==> config.mk <==
export PLATFORM = sky130hd
export DESIGN_NAME = cdb_arbiter
export DESIGN_NICKNAME = d
export VERILOG_FILES = /design/src/rtl/cdb_arbiter.sv
export SDC_FILE = /design/constraint.sdc
export NUM_CORES = 1
export LEC_CHECK = 0
export ABC_AREA = 0
export ABC_CLOCK_PERIOD_IN_PS = 8000
export BUFFER_PORTS_ARGS = -buffer_cell sky130_fd_sc_hd__buf_2
export CAP_MARGIN = 30
export CORE_MARGIN = 2
export CORE_UTILIZATION = 25
export DETAILED_ROUTE_END_ITERATION = 12
export PLACE_DENSITY_LB_ADDON = 0.08
export SYNTH_ARGS = -nofsm -noshare
export SYNTH_HDL_FRONTEND = slang
export SYNTH_SLANG_ARGS = --single-unit
==> constraint.sdc <==
create_clock -name clk -period 8 [get_ports clk]
set_input_delay 2.4 -clock clk [delete_from_list [all_inputs] [get_ports clk]]
set_output_delay 2.4 -clock clk [all_outputs]
set_load 0.03 [all_outputs]
==> src/rtl/cdb_arbiter.sv <==
// cdb_arbiter -- result broadcast stage between the functional units and the
// common data bus.
//
// Each FU pushes completed results into a private FIFO. A rotating-priority
// arbiter picks up to CDB_WIDTH non-empty FIFO heads per cycle, in scan order
// starting at the priority pointer. The picked heads pop, and their payloads
// land in registered CDB lanes for one cycle.
//
// Ports:
//   clk                      clock, all state on rising edge
//   rst                      synchronous active-low reset
//   flush                    discards every buffered and outgoing result
//   fu_valid / fu_ready      per-FU enqueue handshake
//   fu_rob_id/pd/rd/data     packed per-FU result payload, FU i at slice i
//   cdb_valid                per-lane broadcast valid, one cycle per result
//   cdb_rob_id/pd/rd/data    packed per-lane registered payload
module cdb_arbiter #(
    parameter int NUM_FU     = 4,
    parameter int CDB_WIDTH  = 2,
    parameter int BUF_DEPTH  = 2,
    parameter int ROB_IDX_W  = 5,
    parameter int PRF_IDX_W  = 6,
    parameter int ARCH_IDX_W = 5,
    parameter int DATA_W     = 32
) (
    input  logic                            clk,
    input  logic                            rst,
    input  logic                            flush,
    input  logic [NUM_FU-1:0]               fu_valid,
    output logic [NUM_FU-1:0]               fu_ready,
    input  logic [NUM_FU*ROB_IDX_W-1:0]     fu_rob_id,
    input  logic [NUM_FU*PRF_IDX_W-1:0]     fu_pd,
    input  logic [NUM_FU*ARCH_IDX_W-1:0]    fu_rd,
    input  logic [NUM_FU*DATA_W-1:0]        fu_data,
    output logic [CDB_WIDTH-1:0]            cdb_valid,
    output logic [CDB_WIDTH*ROB_IDX_W-1:0]  cdb_rob_id,
    output logic [CDB_WIDTH*PRF_IDX_W-1:0]  cdb_pd,
    output logic [CDB_WIDTH*ARCH_IDX_W-1:0] cdb_rd,
    output logic [CDB_WIDTH*DATA_W-1:0]     cdb_data
);

    // Payload is kept as one vector {rob_id, pd, rd, data}.
    localparam int PL_W  = ROB_IDX_W + PRF_IDX_W + ARCH_IDX_W + DATA_W;
    localparam int PTR_W = (BUF_DEPTH > 1) ? $clog2(BUF_DEPTH) : 1;
    localparam int CNT_W = $clog2(BUF_DEPTH + 1);
    localparam int FU_W  = (NUM_FU > 1) ? $clog2(NUM_FU) : 1;

    logic [FU_W-1:0]                  r_ptr;
    logic [CDB_WIDTH-1:0]             r_cdb_valid;
    logic [CDB_WIDTH-1:0][PL_W-1:0]   r_cdb_pl;

    logic [NUM_FU-1:0][PL_W-1:0]      w_fu_pl;
    logic [NUM_FU-1:0][PL_W-1:0]      w_head;
    logic [NUM_FU-1:0]                w_nonempty;
    logic [NUM_FU-1:0]                w_enq;
    logic [NUM_FU-1:0]                w_grant;
    logic [NUM_FU-1:0][FU_W-1:0]      w_scan;
    logic [CDB_WIDTH-1:0][FU_W-1:0]   w_lane_fu;
    logic [CDB_WIDTH-1:0]             w_lane_vld;
    logic [FU_W-1:0]                  w_next_ptr;

    genvar gi;
    generate
        for (gi = 0; gi < NUM_FU; gi++) begin : g_fu
            logic [PL_W-1:0]  r_mem [BUF_DEPTH];
            logic [PTR_W-1:0] r_rd_ptr;
            logic [PTR_W-1:0] r_wr_ptr;
            logic [CNT_W-1:0] r_count;

            assign w_fu_pl[gi]    = {fu_rob_id[gi*ROB_IDX_W +: ROB_IDX_W],
                                     fu_pd[gi*PRF_IDX_W +: PRF_IDX_W],
                                     fu_rd[gi*ARCH_IDX_W +: ARCH_IDX_W],
                                     fu_data[gi*DATA_W +: DATA_W]};
            assign w_nonempty[gi] = (r_count != '0);
            // Ready looks only at the registered count: a full FIFO stays
            // not-ready even on a cycle where its head is being popped.
            assign fu_ready[gi]   = (r_count != CNT_W'(BUF_DEPTH));
            assign w_enq[gi]      = fu_valid[gi] && fu_ready[gi];
            assign w_head[gi]     = r_mem[r_rd_ptr];
            // Scan slot gi holds FU (ptr + gi) mod NUM_FU.
            assign w_scan[gi]     = FU_W'((int'(r_ptr) + gi) % NUM_FU);

            always_ff @(posedge clk) begin
                if (!rst || flush) begin
                    r_rd_ptr <= '0;
                    r_wr_ptr <= '0;
                    r_count  <= '0;
                end else begin
                    if (w_enq[gi])
                        r_wr_ptr <= (r_wr_ptr == PTR_W'(BUF_DEPTH - 1)) ? '0 : r_wr_ptr + 1'b1;
                    if (w_grant[gi])
                        r_rd_ptr <= (r_rd_ptr == PTR_W'(BUF_DEPTH - 1)) ? '0 : r_rd_ptr + 1'b1;
                    r_count <= r_count + CNT_W'(w_enq[gi]) - CNT_W'(w_grant[gi]);
                end
            end

            // Storage needs no reset; the count alone defines what is live.
            always_ff @(posedge clk) begin
                if (rst && !flush && w_enq[gi])
                    r_mem[r_wr_ptr] <= w_fu_pl[gi];
            end
        end
    endgenerate

    // Walk the scan order, granting the first CDB_WIDTH non-empty FIFOs.
    // The n-th grant goes to lane n; the pointer moves past the last grant.
    always_comb begin
        int n;
        w_grant    = '0;
        w_lane_vld = '0;
        w_lane_fu  = '0;
        w_next_ptr = r_ptr;
        n          = 0;
        for (int j = 0; j < NUM_FU; j++) begin
            if (w_nonempty[w_scan[j]] && n < CDB_WIDTH) begin
                w_grant[w_scan[j]] = 1'b1;
                for (int k = 0; k < CDB_WIDTH; k++) begin
                    if (k == n) begin
                        w_lane_vld[k] = 1'b1;
                        w_lane_fu[k]  = w_scan[j];
                    end
                end
                w_next_ptr = (w_scan[j] == FU_W'(NUM_FU - 1)) ? '0 : w_scan[j] + 1'b1;
                n++;
            end
        end
    end

    always_ff @(posedge clk) begin
        if (!rst) begin
            r_ptr       <= '0;
            r_cdb_valid <= '0;
            r_cdb_pl    <= '0;
        end else if (flush) begin
            r_ptr       <= '0;
            r_cdb_valid <= '0;
        end else begin
            r_ptr       <= w_next_ptr;
            r_cdb_valid <= w_lane_vld;
            // Idle lanes hold their last payload.
            for (int k = 0; k < CDB_WIDTH; k++)
                if (w_lane_vld[k])
                    r_cdb_pl[k] <= w_head[w_lane_fu[k]];
        end
    end

    assign cdb_valid = r_cdb_valid;

    genvar gk;
    generate
        for (gk = 0; gk < CDB_WIDTH; gk++) begin : g_lane
            assign cdb_rob_id[gk*ROB_IDX_W +: ROB_IDX_W] = r_cdb_pl[gk][PL_W-1 -: ROB_IDX_W];
            assign cdb_pd[gk*PRF_IDX_W +: PRF_IDX_W]     = r_cdb_pl[gk][DATA_W+ARCH_IDX_W+PRF_IDX_W-1 -: PRF_IDX_W];
            assign cdb_rd[gk*ARCH_IDX_W +: ARCH_IDX_W]   = r_cdb_pl[gk][DATA_W+ARCH_IDX_W-1 -: ARCH_IDX_W];
            assign cdb_data[gk*DATA_W +: DATA_W]         = r_cdb_pl[gk][DATA_W-1:0];
        end
    endgenerate

endmodule

==> flow_results.org, run 1 <==
** Status
- The run finished with clean final reports.

** Clock tree
- The clock drives 504 sinks.
- The clock passes through at most 3 buffers.
- The tree is rooted in a clkbuf_16.
- CTS Hold Buffers Added :: 0
- Clock-pin slew was measured on the worst setup and hold paths at 60 ps.
- The H-tree was split into 2 levels.
- Clock tree synthesis inserted a total of 61 buffers.
- Number of post-CTS setup repair buffers :: 0
- Clock latency on the worst-skew pair, taken at its later pin, is 640 ps.
- Gates resized during post-CTS repair numbered 0.
- TritonCTS clock tree :: built

** Logic synthesis
- After synthesis the netlist holds a flip-flop and latch count of 504.
- Fraction of registers with async set or reset after synthesis :: 0%
- Post-synth EDFFs :: 384
- Synthesis instantiated 68 different standard cells from the library.
- After synthesis, the mean cell area works out to 13.3 um2.
- Of the synthesized area, sequential elements account for 58.4%.
- Primary flip-flop cell chosen by synthesis mapping :: edfxtp_1
- Total of warnings raised by yosys :: 0
- The number of nets handed over by synthesis was 2005.
- Synthesis handed over a netlist of 1789 instances.
- Combined area of all synthesized cells :: 23800 um2

** GRT
- GRT Overall Usage :: 18.0%
- Entering global routing, the biggest net connects 71 pins.
- First-pass GRT wire length :: 128000 um
- For this run the aggregate overflow at the end of global routing stands at 0.
- Number of antenna violations at the first check in global routing :: 12
- The number of global-route vias before repair is 17500.

** Detailed routing
- Number of vias after detailed routing :: 17000
- WL per Instance :: 26.8 um
- Number of nets with antenna violations after routing :: 0
- First-pass DRT Iterations :: 8
- After detailed routing, the number of vias per cell comes to 5.08.
- Number of design rule violations left after detail routing :: 0
- After detailed routing, the total wire length is 89900 um.
- In this run, the number of DRC markers left after iteration 0 of detailed routing was 1098.

** Setup path
- Across all register-to-register paths, the minimum setup slack is 2050 ps.
- Critical path launch point type :: register
- Required @ worst endpoint :: 8530 ps
- Element type at the critical path end :: register
- Worst setup path category :: reg -> reg
- Counting stages on the worst path, the most repeated cell is ha_1.
- Critical-path top delay cell :: o21ai_4
- The signal on the critical path passes through inv_4 > ha_1 > inv_1 > mux4_2 > ha_1 > nor3_2 > a21oi_1 > o21ai_4 > a21o_4 > buf_12 > mux2i_1 > a221o_1.
- Along the worst path, the maximum fanout reaches 59.
- STA puts the critical path data arrival time at 6470 ps.
- Critical path's largest stage delay :: 790 ps

** Min path
- Hold WC Path Type :: reg -> reg

** Timing
- Setup total negative slack on the finished layout was measured at 0 ps.
- Setup violations remaining at the end of the flow were counted as 0.
- The routed design could run at a clock period as short as 5950 ps.
- Max_slew headroom :: 35.1%
- Final hold violation count :: 0
- Fin crit share :: 74.3%
- RSZ-0062 raised after global routing :: false
- Static timing analysis puts the maximum clock frequency at 0.168 GHz.
- The max-slew violation count was 0.
- Worst Max-Slew Pin Slew :: 973 ps
- On the final layout, the worst clock skew is 12.2 ps.

** Power
- Sequential cell fraction of total power :: 23.5%
- P per Cell Area :: 492 nW/um2
- In this run switching power makes up 46.6% of total power.
- The clock network is responsible for 21.0% of the overall power.
- Across the VDD grid, the largest voltage drop is 702 uV.
- Of the total power, combinational logic draws 55.5%.
- Static leakage power :: 10.4 nW
- Cell internal power was estimated by the tool at 7.61 mW.
- P_sw :: 6.64 mW

** Placement
- Final Wtd Congestion :: 0.807
- Detailed placement ended at an HPWL of 57700 um.
- The number of placed instances, taps included, is 3228.
- Buffers placed on the I/O ports in this run total 300.

** Finish
- The library cell used most frequently in the layout, excluding fill and tap cells, is edfxtp_1.
- The finished layout holds 3350 standard cells, fillers aside.
- In the layout the commonest cells are edfxtp_1 (384), buf_2 (300), mux2i_1 (240).
- The filler cells instantiated in the layout total 9582.
- From synthesis to final layout, the design area changed by 21.6%.
- In the final layout, the share of cells above drive strength 1 is 27.8%.
- Number of nets in the finished design :: 2244

** Die
- Core region area :: 94700 um2
- Die area :: 97900 um2
- 301 I/O pins were placed.
- The floorplan step set the die height to 313 um.
- In this run the core area contains 113 standard-cell rows.
- The die is 313 um wide.
- For this configuration, the core starts out at a cell density of 25.2%.

** Run
- Max-cap violations in this run came to 0.
==> cell usage after synthesis (4+ instances only) <==
library cell,count,share of area [%]
clkbuf_1,102,1.6
nor3b_1,10,0.31
mux2i_1,240,10
buf_2,41,0.86
ha_1,17,0.89
inv_1,58,0.91
and3_1,4,0.10
or2_1,4,0.10
a222oi_1,4,0.17
xnor2_1,9,0.33
dfxtp_1,120,10
nand2_1,18,0.28
o21ai_0,55,1.2
xor2_1,7,0.26
nor2b_1,4,0.10
a221oi_1,28,1.0
a21oi_1,57,1.2
edfxtp_1,384,48
nor2_1,26,0.41
nand2b_1,4,0.10
nor3_1,49,1.0
o211ai_1,54,1.7
o32ai_1,49,1.8
a221o_1,47,2.0
nand3_1,8,0.17
buf_4,4,0.13
and2_0,4,0.10
o211a_1,47,2.0
a211oi_1,96,3.0
o22ai_1,47,1.2
mux2_2,80,3.8
mux4_2,5,0.47
a221oi_2,20,1.3
and2_1,9,0.24
mux2_1,19,0.90
buf_1,13,0.20
==> power groups by stage <==
stage          combinational, mW  clock [mW]  sequential [mW]
2_1_floorplan               5.20           0             3.55
3_3_place_gp                7.86           0             3.41
3_5_place_dp                8.01           0             3.41
4_1_cts                     8.03        3.08             3.36
5_1_grt                     8.50        3.18             3.38
6_report                    7.91        2.99             3.35
==> registers in the layout (all words and copies together), names as in the netlist, named ones only <==
| signal | cells |
|---|---|
| g_fu.r_rd_ptr | 4 |
| cdb_rob_id | 10 |
| cdb_valid | 2 |
| g_fu.r_mem | 384 |
| g_fu.r_count | 8 |
| r_ptr | 2 |
| cdb_data | 64 |
| g_fu.r_wr_ptr | 4 |
| cdb_rd | 10 |
| cdb_pd | 12 |
==> kinds of logic after synthesis <==
group,share of synthesized area [%]
compound gates,17.3
buf+inv,3.89
fa+ha+maj,0.892
flops,58.4
simple gates,3.62
xor+xnor,0.588
mux,15.2
==> layer usage <==
metal	GRT usage [%]	up-vias	routed length [um]
li1	-	7707	-
met1	23.9	8617	39700
met2	29.9	555	43200
met3	2.95	155	4350
met4	5.87	0	2650
met5	0	-	0
==> layout make-up <==
class	count	area (um2)	area share (%)
Sequential cell	504	14000	48.1
Inverter	60	228	0.786
Timing Repair Buffer	339	1900	6.55
Tap cell	1265	1580	5.46
Clock inverter	37	493	1.70
Multi-Input combinational cell	1062	9150	31.6
Antenna cell	4	10.0	0.0345
Clock buffer	79	1670	5.75
==> critical path: cells and delay by family, from the launching register on <==
kind            cells  cell delay (ps)
flops               1              360
fa+ha+maj           2              880
buf+inv             3             1200
simple gates        1              550
mux                 2              640
compound gates      4             2100
==> per-stage QoR <==
step / area [um2] / power [mW] / setup slack (ps) / util, % / hold WS (ps)
final: 29000 / 14.3 / 2050 / 30.6 / 486
after global routing: 29000 / 15.1 / 1700 / 30.6 / 508
after CTS: 28900 / 14.5 / 1950 / 30.5 / 494
after detailed placement: 26800 / 11.4 / 1990 / 28.3 / 477
after global placement: 26700 / 11.3 / 2230 / 28.2 / 475
after floorplan: 23800 / 8.75 / 1120 / - / 481
==> final timing paths <==
kind | from | endpoint | cells past startpoint
max | r_ptr[0] | cdb_data[53] | 12
min | cdb_data[59] | cdb_data[59] | 1
max reg2reg | r_ptr[0] | cdb_data[53] | 12
min reg2reg | cdb_data[59] | cdb_data[59] | 1
(Power assumes the default switching activity.)
==> run 2, diff against run 1 <==
--- a/config.mk
+++ b/config.mk
@@ -6,7 +6,7 @@
 export NUM_CORES = 1
 export LEC_CHECK = 0
 export ABC_AREA = 0
-export ABC_CLOCK_PERIOD_IN_PS = 8000
+export ABC_CLOCK_PERIOD_IN_PS = 6070
 export BUFFER_PORTS_ARGS = -buffer_cell sky130_fd_sc_hd__buf_2
 export CAP_MARGIN = 30
 export CORE_MARGIN = 2
==> constraint.sdc (replaced) <==
create_clock -name clk -period 6.07 [get_ports clk]
set_input_delay 1.821 -clock clk [delete_from_list [all_inputs] [get_ports clk]]
set_output_delay 1.821 -clock clk [all_outputs]
set_load 0.03 [all_outputs]
==> run 2 against run 1 <==
Sequential share of layout area rose by 0.29 points. Cell area shrank 0.59%. Global-route usage rose by 0.50 points. Fmax up 3.1%. Register-to-register slack worse by 1700 ps. Flip-flop and latch count unchanged. Via count is 1.5% higher. Critical path depth is 1 higher. Clock skew rose by 1.4 ps. Largest cell class unchanged. Worst hold slack gained 1.1 ps. Total power is 31% higher. Critical path type unchanged.
==> flow_results.org, run 2 (synthesis gave the netlist of run 1 again) <==
** Status
- Run status :: finished clean

** GRT
- The remaining global-route overflow came to 0 (unchanged).
- Number of antenna violations at the first check in global routing :: 19 (+7)
- Maximum number of pins on one net before global-route repair :: 72 (+1.4%)
- First-pass GRT wire length :: 131000 um (+1.9%)
- GRT Overall Usage :: 18.5% (+0.50 points)
- Vias in the first global route :: 17700 (+1.1%)

** Detailed routing
- First-pass DRT Iterations :: 8 (unchanged)
- Final wirelength :: 93500 um (+4.0%)
- The initial detailed-routing violation count was 1241 (+13%).
- The average wire per standard cell was 27.9 um (+4.0%).
- The total vias in the final route was 17300 (+1.5%).
- Number of design rule violations left after detail routing :: 0 (unchanged)
- The remaining number of nets flagged by the antenna check after routing was 0 (unchanged).
- Via-per-instance ratio :: 5.16 (+1.5%)

** Power
- The maximum ir drop on the vdd rail was 1120 uV (+60%).
- Total power of the final layout :: 18.7 mW (+31%)
- The leakage power of the design came to 10.3 nW (-0.84%).
- P per Cell Area :: 648 nW/um2 (+32%)

** Setup path
- Critical-path top delay cell :: buf_4
- In this run the critical register-to-register path is launched from r_ptr[1].
- The critical path data required time came to 6590 ps (-1940 ps).
- Worst Path Arrival :: 6290 ps (-180 ps)
- Critical path launch point type :: register
- The longest individual stage delay on the worst path is 720 ps (-70 ps).
- The number of buffers and inverters on the critical path was 4 (+1).
- The kind of cell with the highest combined delay along the critical path is buffers and inverters.
- Walking the worst path, the cells encountered are inv_1 > ha_1 > inv_1 > mux4_2 > ha_1 > or3_1 > nor4_4 > buf_4 > o211ai_1 > buf_4 > o22ai_1 > o32ai_1 > a221oi_1.
- Worst setup path category :: reg -> reg
- The maximum fanout along the worst path came to 49 (-17%).
- The most critical setup path has its startpoint at r_ptr[1].
- Element type at the critical path end :: register

** Finish
- The number of flip-flops in the largest register was 384 (unchanged).
- The area of all placed cells without fillers is 28800 um2 (-0.59%).
- Leading cell types in the layout, fill and taps excluded :: edfxtp_1 (384), buf_2 (300), mux2i_1 (240)
- The sequential standard cell area was 14000 um2 (unchanged).
- The area growth from synthesis to layout is 20.8%.
- Number of nets in the finished design :: 2250 (+0.27%)
- The multi-input logic area is 9150 um2 (unchanged).
- The number of fillers in the final layout was 9591 (+0.094%).
- Count of placed standard cells in the final layout, fillers left out :: 3349 (-0.030%)
- The library cell used most frequently in the layout, excluding fill and tap cells, is edfxtp_1.
- Top register by number of flip-flops :: g_fu.r_mem
- Utilization after layout :: 30.4% (-0.18 points)
- The fraction of layout cells with a size suffix above 1 is 27.4% (-0.38 points).

** Timing
- The maximum clock skew at final layout is 13.6 ps (+1.40 ps).
- The upper clock frequency limit was 0.173 GHz (+3.1%).
- Fin crit share :: 95.0% (+21 points)
- The final worst setup slack is 305 ps (-1750 ps).
- The worst-case hold slack was 487 ps (+1.08 ps).
- Total count of max-transition violations in the final report :: 0 (unchanged)
- Max_slew headroom :: 29.3% (-5.9 points)
- The hold violation count in the final report was 0 (unchanged).
- Worst Max-Slew Pin Slew :: 1060 ps (+88.2 ps)
- The final critical-path required period is 5760 ps (-181 ps).
- The final setup violation count was 0 (unchanged).
- RSZ-0062 raised after global routing :: false
- The setup TNS after final layout came to 0 ps (unchanged).

** Clock tree
- Clock Root Buffer :: clkbuf_16
- CTS Hold Buffers Added :: 0 (unchanged)
- The buffer count from post-CTS setup fixing came to 0 (unchanged).
- The maximum buffer depth of the clock tree is 3 (unchanged).
- The clock sink count was 504 (unchanged).
- TritonCTS built the clock tree.
- CTS H-tree depth :: 2 (unchanged)
- The clock buffer count from CTS came to 59 (-3.3%).
- Worst skew pair latency :: 640 ps (about the same)
- The total of cells resized after clock tree synthesis is 0 (unchanged).
- The clock edge transition at the registers on the reported setup and hold paths was 60 ps (about the same).

** Placement
- Post-detailed-placement half-perimeter wirelength :: 57600 um (-0.15%)
- Placed Area :: 26900 um2 (+0.56%)
- The count of input and output buffers was 300 (unchanged).
- Minimum setup slack after placement :: 490 ps (-1500 ps)
- The number of placed cells counting well taps was 3238 (+0.31%).
- The routability-driven placement congestion ratio came to 0.797 (-1.3%).

** Die
- Width of the die :: 313 um (unchanged)
- The total die area came to 97900 um2 (unchanged).
- Io pins :: 301 (unchanged)
- Standard-cell rows :: 113 (unchanged)
- The core area was 94700 um2 (unchanged).
- The vertical extent of the die was 313 um (unchanged).
- The initial core utilization was 25.2% (unchanged).

** Run
- The number of max-cap violations came to 0 (unchanged).

** Min path
- The worst hold path begins at cdb_data[58].
- The min-delay analysis places its worst path in the category reg -> reg.
[run 2: cell count changes in the layout (fill, tap and decap cells not counted), sizes merged]
cell,change
diode,-1
clkbuf,-6
clkinv,+4
buf,+8
bufinv,-6
[run 2: layer usage]
layer	wire length (um)	global-route usage, %	vias to the layer above
li1	-	-	7713
met1	42100	24.8	8808
met2	44000	30.7	603
met3	5300	3.63	143
met4	1990	4.37	14
met5	88	0	-
[run 2: area by class of cell]
class | instances | share of cell area [%]
clock inverter | 35 | 1.11
tap | 1265 | 5.49
timing repair buffer | 347 | 6.95
inverter | 60 | 0.790
sequential | 504 | 48.4
antenna | 3 | 0.0261
clock buffer | 73 | 5.45
multi-input combinational | 1062 | 31.8
[run 2: report_power, final]
part	internal (mW)	switching, mW	leakage (nW)
sequential	4.08	0.358	4.47
clock	2.07	1.47	0.924
combinational	3.63	7.05	4.87
[run 2: path summary, 6_finish.rpt]
check	cells past startpoint	to	slack, ps
worst max-delay path	13	cdb_data[5]	310
worst min-delay path	1	cdb_data[58]	490
worst max register to register	13	cdb_data[5]	310
worst min register to register	1	cdb_data[58]	490
